### config.mk
export PLATFORM = sky130hd
export DESIGN_NAME = div_seq
export DESIGN_NICKNAME = d
export VERILOG_FILES = /design/src/rtl/div_seq.sv
export SDC_FILE = /design/constraint.sdc
export NUM_CORES = 1
export LEC_CHECK = 0
export ABC_AREA = 1
export BUFFER_PORTS_ARGS = -buffer_cell sky130_fd_sc_hd__buf_4
export CAP_MARGIN = 20
export CELL_PAD_IN_SITES_DETAIL_PLACEMENT = 1
export CELL_PAD_IN_SITES_GLOBAL_PLACEMENT = 2
export CORE_MARGIN = 2
export CORE_UTILIZATION = 33
export DETAILED_ROUTE_END_ITERATION = 12
export PLACE_DENSITY_LB_ADDON = 0.1
export SYNTH_ARGS = -nofsm -noshare
export SYNTH_HDL_FRONTEND = slang
export SYNTH_SLANG_ARGS = --single-unit
### constraint.sdc
create_clock -name clock -period 4.2 [get_ports clock]
set_input_delay 0.42 -clock clock [delete_from_list [all_inputs] [get_ports clock]]
set_output_delay 0.42 -clock clock [all_outputs]
set_load 0.02 [all_outputs]
### src/rtl/div_seq.sv
// -----------------------------------------------------------------------------
// div_seq : sequential non-restoring integer divider (one quotient bit/cycle)
//
// Computes quotient and remainder of dividend/divisor in signed
// (two's-complement, truncating toward zero) or unsigned mode. Uses a
// start/busy/done handshake. Results stay stable until the next operation
// completes.
//
// Ports:
//   clock        in   system clock, rising edge
//   reset_n      in   synchronous active-low reset
//   start        in   request a division (sampled only while idle)
//   is_signed    in   1 = signed operands, 0 = unsigned (latched with start)
//   dividend     in   [WIDTH-1:0] numerator (latched with start)
//   divisor      in   [WIDTH-1:0] denominator (latched with start)
//   busy         out  high while an operation is in progress
//   done         out  one-cycle pulse when results become valid
//   quotient     out  [WIDTH-1:0] result quotient
//   remainder    out  [WIDTH-1:0] result remainder
//   div_by_zero  out  divisor was zero for the current result
//
// Build option:
//   DIV_ZERO_FAST_EN  when defined, a zero divisor skips the iteration phase
//                     and completes with 2-cycle latency. When undefined,
//                     every operation takes WIDTH+2 cycles.
// -----------------------------------------------------------------------------
module div_seq #(
   parameter int WIDTH = 32,
   parameter int CNT_W = $clog2(WIDTH+1)
) (
   input  logic             clock,
   input  logic             reset_n,
   input  logic             start,
   input  logic             is_signed,
   input  logic [WIDTH-1:0] dividend,
   input  logic [WIDTH-1:0] divisor,
   output logic             busy,
   output logic             done,
   output logic [WIDTH-1:0] quotient,
   output logic [WIDTH-1:0] remainder,
   output logic             div_by_zero
);

   typedef enum logic [1:0] {
      S_IDLE = 2'd0,
      S_RUN  = 2'd1,
      S_FIX  = 2'd2
   } state_t;

   state_t           state_q;
   logic [CNT_W-1:0] cnt_q;
   // Partial remainder is one bit wider than the operands so that it can hold
   // both signs of a value in [-|D|, |D|) for any |D| up to 2^WIDTH-1.
   logic [WIDTH:0]   rem_q;
   logic [WIDTH-1:0] qacc_q;      // dividend magnitude shifting out, quotient in
   logic [WIDTH-1:0] dmag_q;      // divisor magnitude
   logic [WIDTH-1:0] dvd_q;       // raw dividend, returned on divide by zero
   logic             neg_quo_q;
   logic             neg_rem_q;
   logic             dbz_q;

   logic             busy_q;
   logic             done_q;
   logic [WIDTH-1:0] quo_out_q;
   logic [WIDTH-1:0] rem_out_q;
   logic             dbz_out_q;

   logic             dvd_neg_d;
   logic             dsr_neg_d;
   logic             dsr_zero_d;
   logic [WIDTH-1:0] dvd_mag_d;
   logic [WIDTH-1:0] dsr_mag_d;
   logic [WIDTH:0]   rem_shift_d;
   logic [WIDTH:0]   rem_step_d;
   logic [WIDTH-1:0] qacc_step_d;
   logic [WIDTH:0]   rem_fix_d;
   logic [WIDTH-1:0] quo_res_d;
   logic [WIDTH-1:0] rem_res_d;

   always_comb begin
      // Operand magnitudes; in unsigned mode the MSB is plain magnitude.
      dvd_neg_d  = is_signed & dividend[WIDTH-1];
      dsr_neg_d  = is_signed & divisor[WIDTH-1];
      dsr_zero_d = (divisor == '0);
      dvd_mag_d  = dvd_neg_d ? -dividend : dividend;
      dsr_mag_d  = dsr_neg_d ? -divisor  : divisor;

      // One non-restoring step. Modular WIDTH+1 arithmetic is exact here
      // because the step result always lands back in [-|D|, |D|).
      rem_shift_d = {rem_q[WIDTH-1:0], qacc_q[WIDTH-1]};
      if (rem_q[WIDTH]) begin
         rem_step_d = rem_shift_d + {1'b0, dmag_q};
      end else begin
         rem_step_d = rem_shift_d - {1'b0, dmag_q};
      end
      qacc_step_d = {qacc_q[WIDTH-2:0], ~rem_step_d[WIDTH]};

      // Final correction of a negative remainder, then sign application.
      rem_fix_d = rem_q[WIDTH] ? (rem_q + {1'b0, dmag_q}) : rem_q;
      quo_res_d = neg_quo_q ? -qacc_q : qacc_q;
      rem_res_d = neg_rem_q ? -rem_fix_d[WIDTH-1:0] : rem_fix_d[WIDTH-1:0];
   end

   always_ff @(posedge clock) begin
      if (!reset_n) begin
         state_q   <= S_IDLE;
         cnt_q     <= '0;
         rem_q     <= '0;
         qacc_q    <= '0;
         dmag_q    <= '0;
         dvd_q     <= '0;
         neg_quo_q <= 1'b0;
         neg_rem_q <= 1'b0;
         dbz_q     <= 1'b0;
         busy_q    <= 1'b0;
         done_q    <= 1'b0;
         quo_out_q <= '0;
         rem_out_q <= '0;
         dbz_out_q <= 1'b0;
      end else begin
         done_q <= 1'b0;
         case (state_q)
            S_IDLE: begin
               if (start) begin
                  dvd_q     <= dividend;
                  qacc_q    <= dvd_mag_d;
                  dmag_q    <= dsr_mag_d;
                  rem_q     <= '0;
                  neg_quo_q <= dvd_neg_d ^ dsr_neg_d;
                  neg_rem_q <= dvd_neg_d;
                  // Internal flag captured now; the visible output follows
                  // together with the rest of the results.
                  dbz_q     <= dsr_zero_d;
                  cnt_q     <= CNT_W'(WIDTH);
                  busy_q    <= 1'b1;
`ifdef DIV_ZERO_FAST_EN
                  state_q   <= dsr_zero_d ? S_FIX : S_RUN;
`else
                  state_q   <= S_RUN;
`endif
               end
            end
            S_RUN: begin
               rem_q  <= rem_step_d;
               qacc_q <= qacc_step_d;
               cnt_q  <= cnt_q - CNT_W'(1);
               if (cnt_q == CNT_W'(1)) begin
                  state_q <= S_FIX;
               end
            end
            S_FIX: begin
               if (dbz_q) begin
                  quo_out_q <= '1;
                  rem_out_q <= dvd_q;
               end else begin
                  quo_out_q <= quo_res_d;
                  rem_out_q <= rem_res_d;
               end
               dbz_out_q <= dbz_q;
               cnt_q     <= '0;
               done_q    <= 1'b1;
               busy_q    <= 1'b0;
               state_q   <= S_IDLE;
            end
            default: begin
               state_q <= S_IDLE;
               busy_q  <= 1'b0;
            end
         endcase
      end
   end

   assign busy        = busy_q;
   assign done        = done_q;
   assign quotient    = quo_out_q;
   assign remainder   = rem_out_q;
   assign div_by_zero = dbz_out_q;

endmodule

==> results.py, run 1 <==
metrics = {
    "status": {
        "outcome": "finished, final reports clean",
    },
    "floorplan": {
        "core_area_mm2": 0.04865,
        "io_pins": 135,
        "placementRows": 81,
        "die_h_um": 225.3,
        "die_area_mm2": 0.05076,
        "fp.dieW_um": 225.3,
        "start_util_pct": 33.23,
    },
    "setup_path": {
        "worstSetupStartpoint": "dmag_q[2]",
        "path_buf_inv": 0,
        "slowest_stage": "ha_1",
        "cp-end-kind": "register",
        "worst_path_most_repeated_cell": "nand2_1",
        "cp.depth": 21,
        "critPathMaxFanout": 7,
        "cp_slowest_stage_delay_ns": 0.41,
        "cp.required_ns": 4.62,
        "path_class": "reg2reg",
        "crit_family": "simple AND/OR/NAND/NOR gates",
        "worstPathCellList": "nor2_1, nand4_1, nor2_1, nand3_1, nor3_2, nand4_1, or2_1, o21ai_1, xnor2_1, ha_1, nand2_1, nor4_2, nand3_1, nand3_1, nand2_1, o211ai_1, nand2_1, nand2_1, a21oi_1, o21ai_0, a21oi_1",
        "r2r_cells": 21,
        "crit_arrival_ns": 4.34,
        "cp-start-kind": "register",
        "r2r_start": "dmag_q[2]",
    },
    "sta": {
        "postLayoutSetupSlackWorst_ns": 0.2847,
        "period_needed_ns": 3.915,
        "tightestPinTransition_ns": 1.056,
        "slew_headroom_pct": 28.85,
        "hold_slack_ns": 0.1473,
        "slew_viol_final": 0,
        "clock_skew_ns": 0.02725,
        "period_share_pct": 93.22,
        "fmax_mhz": 255.4,
        "hold_viol_final": 0,
        "setup_violations": 0,
    },
    "logic_synthesis": {
        "ys_ff_latch": 207,
        "synth-edff-count": 0,
        "synth.avg_cell_area_um2": 6.219,
        "syn_area_mm2": 0.01616,
        "synth.largest_area_cell": "dfxtp_1",
        "seq_area_frac_synth_pct": 25.64,
        "async_reset_ff_share_pct": 0,
        "yosysWarnings": 0,
        "synth_top_area_share_pct": 25.64,
        "mappedNetlistNets": 2742,
        "yosysUniqueCellTypes": 52,
        "syn-instance-count": 2599,
        "synth.area.top_cells": "dfxtp_1 26%, nand2_1 14%, a21oi_1 7.6%, inv_1 7.2%, o21ai_0 6.0%",
        "ys.flop_type": "dfxtp_1",
    },
    "global_routing": {
        "grt-ovfl-total": 0,
        "grt_antenna_before_repair": 0,
        "gr-usage-all-layers_pct": 26.53,
        "grt_pass1_vias": 17510,
        "grt_pass1_wl_um": 103700,
        "grt_max_degree": 85,
    },
    "layout": {
        "diodes": 0,
        "regArea_mm2": 0.004145,
        "fill_cells": 6449,
        "drive_above_1_share_pct": 13.89,
        "mostFrequentLayoutCells": "596 x nand2_1, 308 x inv_1, 247 x nor2_1",
        "multi_input_area_mm2": 0.01046,
        "layout_commonest_cell": "nand2_1",
        "layout.nets": 2854,
        "area_growth_pct": 16.46,
    },
    "clocking": {
        "clk_pin_slew_ns": 0.06,
        "cts_tree": "built",
        "cts_hold_buf": 0,
        "clk_path_buf_depth": 3,
        "htreeDepth": 1,
        "root_buffer": "clkbuf_16",
        "clock_latency_ns": 0.58,
        "cts-buffers-inserted": 27,
        "clkSinkCount": 207,
    },
    "detailed_routing": {
        "viasPerCell": 5.308,
        "wl_per_cell_um": 20.46,
        "vias": 17780,
        "drtPass1Iterations": 5,
        "drt_iter0_drc": 1157,
        "antenna_left": 0,
        "remaining_drc_errors": 0,
        "finalWirelength_um": 68540,
    },
    "job": {
        "maxCapViolations": 0,
    },
    "power_and_ir_drop": {
        "powerDensity_mw_per_mm2": 711.8,
        "peakVddDrop_uv": 350.2,
        "p_leak_uw": 0.008990,
    },
    "min_path": {
        "holdPathStages": 3,
        "hold_start": "divisor[18]",
        "hold_path.class": "in2reg",
    },
    "placement": {
        "numPortBuffers": 134,
        "place_ws_ns": 0.1862,
        "routabilityCongestion": 0.9160,
        "dp_hpwl_um": 54270,
    },
}
==> state kept, by name, indices dropped and copies added (netlist names) <==
register,cells
busy,1
cnt_q,6
dbz_q,1
div_by_zero,1
dmag_q,32
done,1
dvd_q,32
neg_quo_q,1
neg_rem_q,1
qacc_q,32
quotient,32
rem_q,33
remainder,32
state_q,2
==> kinds of logic after synthesis <==
| family | synth area share (%) |
|---|---|
| fa+ha+maj | 5.899 |
| compound gates | 19.73 |
| flops | 25.64 |
| simple gates | 33.79 |
| buf+inv | 10.06 |
| xor+xnor | 4.877 |
==> area by class of cell <==
| type | instances | share of cell area (%) |
|---|---|---|
| Multi-Input combinational cell | 1967 | 55.56 |
| Sequential cell | 207 | 22.02 |
| Timing Repair Buffer | 182 | 7.325 |
| Inverter | 326 | 6.508 |
| Tap cell | 622 | 4.135 |
| Clock buffer | 38 | 4.022 |
| Clock inverter | 8 | 0.4254 |
==> routing by layer <==
metal | track usage (%) | wire, um
met5 | 0 | 0
met4 | 6.879 | 1813
met3 | 3.507 | 3090
met2 | 39.62 | 28750
met1 | 39.71 | 34880
==> timing repair <==
item                                    CTS  global route
endpoints found under the setup margin    0             7
buffers inserted                          0             3
resized for setup                         0            17
==> cells in the mapped netlist, drive strengths merged, types with 29 or more instances <==
cell,number
nor3,54
nand4,37
dfxtp,207
nor2,271
clkbuf,78
or2,40
xor2,69
nand2,628
ha,73
o211ai,29
inv,324
a21oi,253
nand3,178
o21ai,211
==> worst paths after layout <==
kind	slack, ns	end
max reg2reg	0.28	rem_q[30]
max	0.28	rem_q[30]
min	0.15	dmag_q[18]
min reg2reg	0.45	dvd_q[1]
==> report_power, final <==
part	total, uW	internal, uW	switching [uW]
Clock	2240	1310	931
Combinational	8260	2710	5550
Sequential	2900	2360	540
Total	13400	6370	7020
==> worst reg2reg max path: stages, from the launching register on <==
cell      delay [ns]
dfxtp_1         0.37
nor2_1          0.18
nand4_1         0.13
nor2_1          0.15
nand3_1         0.12
nor3_2          0.19
nand4_1         0.14
or2_1           0.28
o21ai_1         0.22
xnor2_1         0.09
ha_1            0.41
nand2_1         0.15
nor4_2          0.34
nand3_1         0.13
nand3_1         0.17
nand2_1         0.08
o211ai_1        0.16
nand2_1         0.09
nand2_1         0.09
a21oi_1         0.06
o21ai_0         0.13
a21oi_1         0.09
==> stage by stage <==
step	util [%]	TNS [ns]	power, uW	area [um2]	instances
after floorplan	-	0	8401	16160	2599
after global placement	36.82	0	10840	17910	3301
after CTS	38.54	0	13270	18750	3347
after global routing	38.69	-0.0007705	14530	18820	3350
after detailed placement	36.82	0	10970	17910	3301
final	38.69	0	13400	18820	3350
No activity file was read; power rests on OpenSTA's default activity.
==> run 2, diff against run 1 <==
- CORE_ASPECT_RATIO: unset -> 0.6
- MAX_ROUTING_LAYER: unset -> met4
==> run 2 against run 1 <==
Effect of this change:
- first-iteration DRC count rose by 34%
- via count up 1.5%
- count of clock-buffer cells in the layout down 3
- clock skew rose by 0.014 ns
- wire length is 5.2% higher
- global-route usage is 2.4 points higher
- critical path depth is the same
- combinational power is 4.4% higher
- maximum frequency decreased by 1.3%
- sequential share of layout area barely moved
- worst setup slack worse by 0.053 ns
==> results.py, run 2 (synthesis gave the netlist of run 1 again) <==
metrics = {
    "setup_path": {
        "timing.rr.end": "rem_q[30]",
        "path_class": "reg2reg",
        "cp-start-kind": "register",
        "reg2reg_slack_ns": 0.23,
        "cp.required_ns": 4.61,
        "r2r_cells": 21,
        "r2r_start": "dmag_q[2]",
        "cp-end-kind": "register",
        "crit_arrival_ns": 4.38,
        "critPathMaxFanout": 7,
    },
    "detailed_routing": {
        "antenna_left": 0,
        "drt_iter0_drc": 1552,
        "remaining_drc_errors": 0,
        "finalWirelength_um": 72130,
        "wl_per_cell_um": 21.43,
        "vias": 18050,
        "viasPerCell": 5.363,
        "drtPass1Iterations": 7,
    },
    "sta": {
        "hold_viol_final": 0,
        "postLayoutSetupSlackWorst_ns": 0.2317,
        "period_share_pct": 94.48,
        "hold_slack_ns": 0.1487,
        "period_needed_ns": 3.968,
        "fmax_mhz": 252.0,
        "slew_viol_final": 0,
        "clock_skew_ns": 0.04096,
        "tightestPinTransition_ns": 1.086,
        "setup_violations": 0,
        "slew_headroom_pct": 27.52,
    },
    "power_and_ir_drop": {
        "powerDensity_mw_per_mm2": 730.7,
        "p_leak_uw": 0.008938,
        "power_uw": 13740,
        "peakVddDrop_uv": 312.8,
    },
    "placement": {
        "routabilityCongestion": 0.9502,
        "place_ws_ns": 0.09452,
        "place_area_mm2": 0.01794,
        "numPortBuffers": 134,
        "dp_hpwl_um": 58860,
        "dp_cells": 3321,
    },
    "floorplan": {
        "start_util_pct": 33.61,
        "fp.dieW_um": 289.7,
        "die_h_um": 175.4,
        "io_pins": 135,
        "core_area_mm2": 0.04810,
        "die_area_mm2": 0.05082,
        "placementRows": 62,
    },
    "layout": {
        "drive_above_1_share_pct": 13.94,
        "area_growth_pct": 16.34,
        "mostFrequentLayoutCells": "593 x nand2_1, 308 x inv_1, 247 x nor2_1",
        "layout.nets": 2854,
        "layout_commonest_cell": "nand2_1",
        "largest_reg_flops": 33,
        "fin_area_mm2": 0.01880,
        "largest_register": "rem_q",
        "finalNonFillerCells": 3366,
    },
    "job": {
        "maxCapViolations": 0,
    },
    "status": {
        "outcome": "finished, final reports clean",
    },
    "global_routing": {
        "grt_max_degree": 76,
        "grt_antenna_before_repair": 2,
        "grt_pass1_wl_um": 108900,
        "grt_pass1_vias": 17280,
        "gr-usage-all-layers_pct": 28.94,
        "grt-ovfl-total": 0,
    },
    "min_path": {
        "hold_end": "dvd_q[21]",
        "hold_start": "dividend[21]",
        "hold_path.class": "in2reg",
        "holdPathStages": 3,
    },
    "clocking": {
        "cts_tree": "built",
        "clk_pin_slew_ns": 0.06,
        "root_buffer": "clkbuf_16",
        "clock_latency_ns": 0.57,
        "clk_path_buf_depth": 3,
        "clkSinkCount": 207,
        "htreeDepth": 1,
        "cts-buffers-inserted": 25,
    },
}
## run 2: cell types whose count changed in the layout (fill, tap and decap cells not counted), sizes merged
cell / change
buf: +2
clkbuf: -3
clkinv: -5
clkinvlp: +3
diode: +1
## run 2: what timing repair did
item                       in CTS  in global routing
buffers inserted                0                  3
gates resized for setup         0                 22
setup endpoints to repair       0                  9
hold buffers                    0                  0
## run 2: stage by stage
| stage | util, % | TNS, ns |
|---|---|---|
| CTS | 38.87 | 0 |
| global route | 39.10 | -0.01781 |
| detailed placement | 37.29 | 0 |
| floorplan | - | 0 |
| global placement | 37.29 | 0 |
| finish | 39.10 | 0 |
## run 2: worst max-delay path by stage
stage,start,to,slack [ns]
6_report,dmag_q[2],rem_q[30],0.23
3_5_place_dp,dmag_q[0],rem_q[31],0.09
2_1_floorplan,rem_q[32],qacc_q[0],0.58
3_3_place_gp,dmag_q[0],rem_q[31],0.21
4_1_cts,dmag_q[0],rem_q[31],0.08
5_1_grt,dmag_q[0],rem_q[30],-0.02
## run 2: worst max-delay path: stages (launching register included)
cell      delay (ns)
dfxtp_1         0.35
nor2_1          0.16
nand4_1         0.14
nor2_1          0.15
nand3_1         0.12
nor3_2          0.19
nand4_1         0.15
or2_1           0.27
o21ai_0         0.27
xnor2_1         0.14
ha_2            0.43
nand2_1         0.14
nor4_4          0.33
nand3_1         0.11
nand3_1         0.17
nand2_1         0.08
o211ai_1        0.15
nand2_1         0.11
nand2_1         0.09
a21oi_1         0.06
o21ai_0         0.12
a21oi_1         0.08
## run 2: final cells by class
class	instances	area [um2]
antenna	1	2.502
timing repair buffer	184	1381
multi-input combinational	1967	10490
tap	640	800.8
sequential	207	4145
clock buffer	35	693.2
fill	6335	29290
inverter	326	1225
clock inverter	6	66.31
## run 2: layer usage
| layer | part of all wire, % | wire length, um | global-route usage [%] | up-vias |
|---|---|---|---|---|
| li1 | - | - | - | 8780 |
| met1 | 56 | 40280 | 48.46 | 8752 |
| met2 | 36 | 26230 | 36.00 | 482 |
| met3 | 7.0 | 5044 | 3.727 | 39 |
| met4 | 0.80 | 578 | 2.863 | 0 |
| met5 | 0 | 0 | - | - |
## run 2: where the power goes
| part | internal (uW) | total [uW] | leakage, uW | switching, uW |
|---|---|---|---|---|
| combinational | 2750 | 8620 | 0.00688 | 5870 |
| clock | 1200 | 2150 | 0.000361 | 947 |
| sequential | 2360 | 2970 | 0.00169 | 609 |
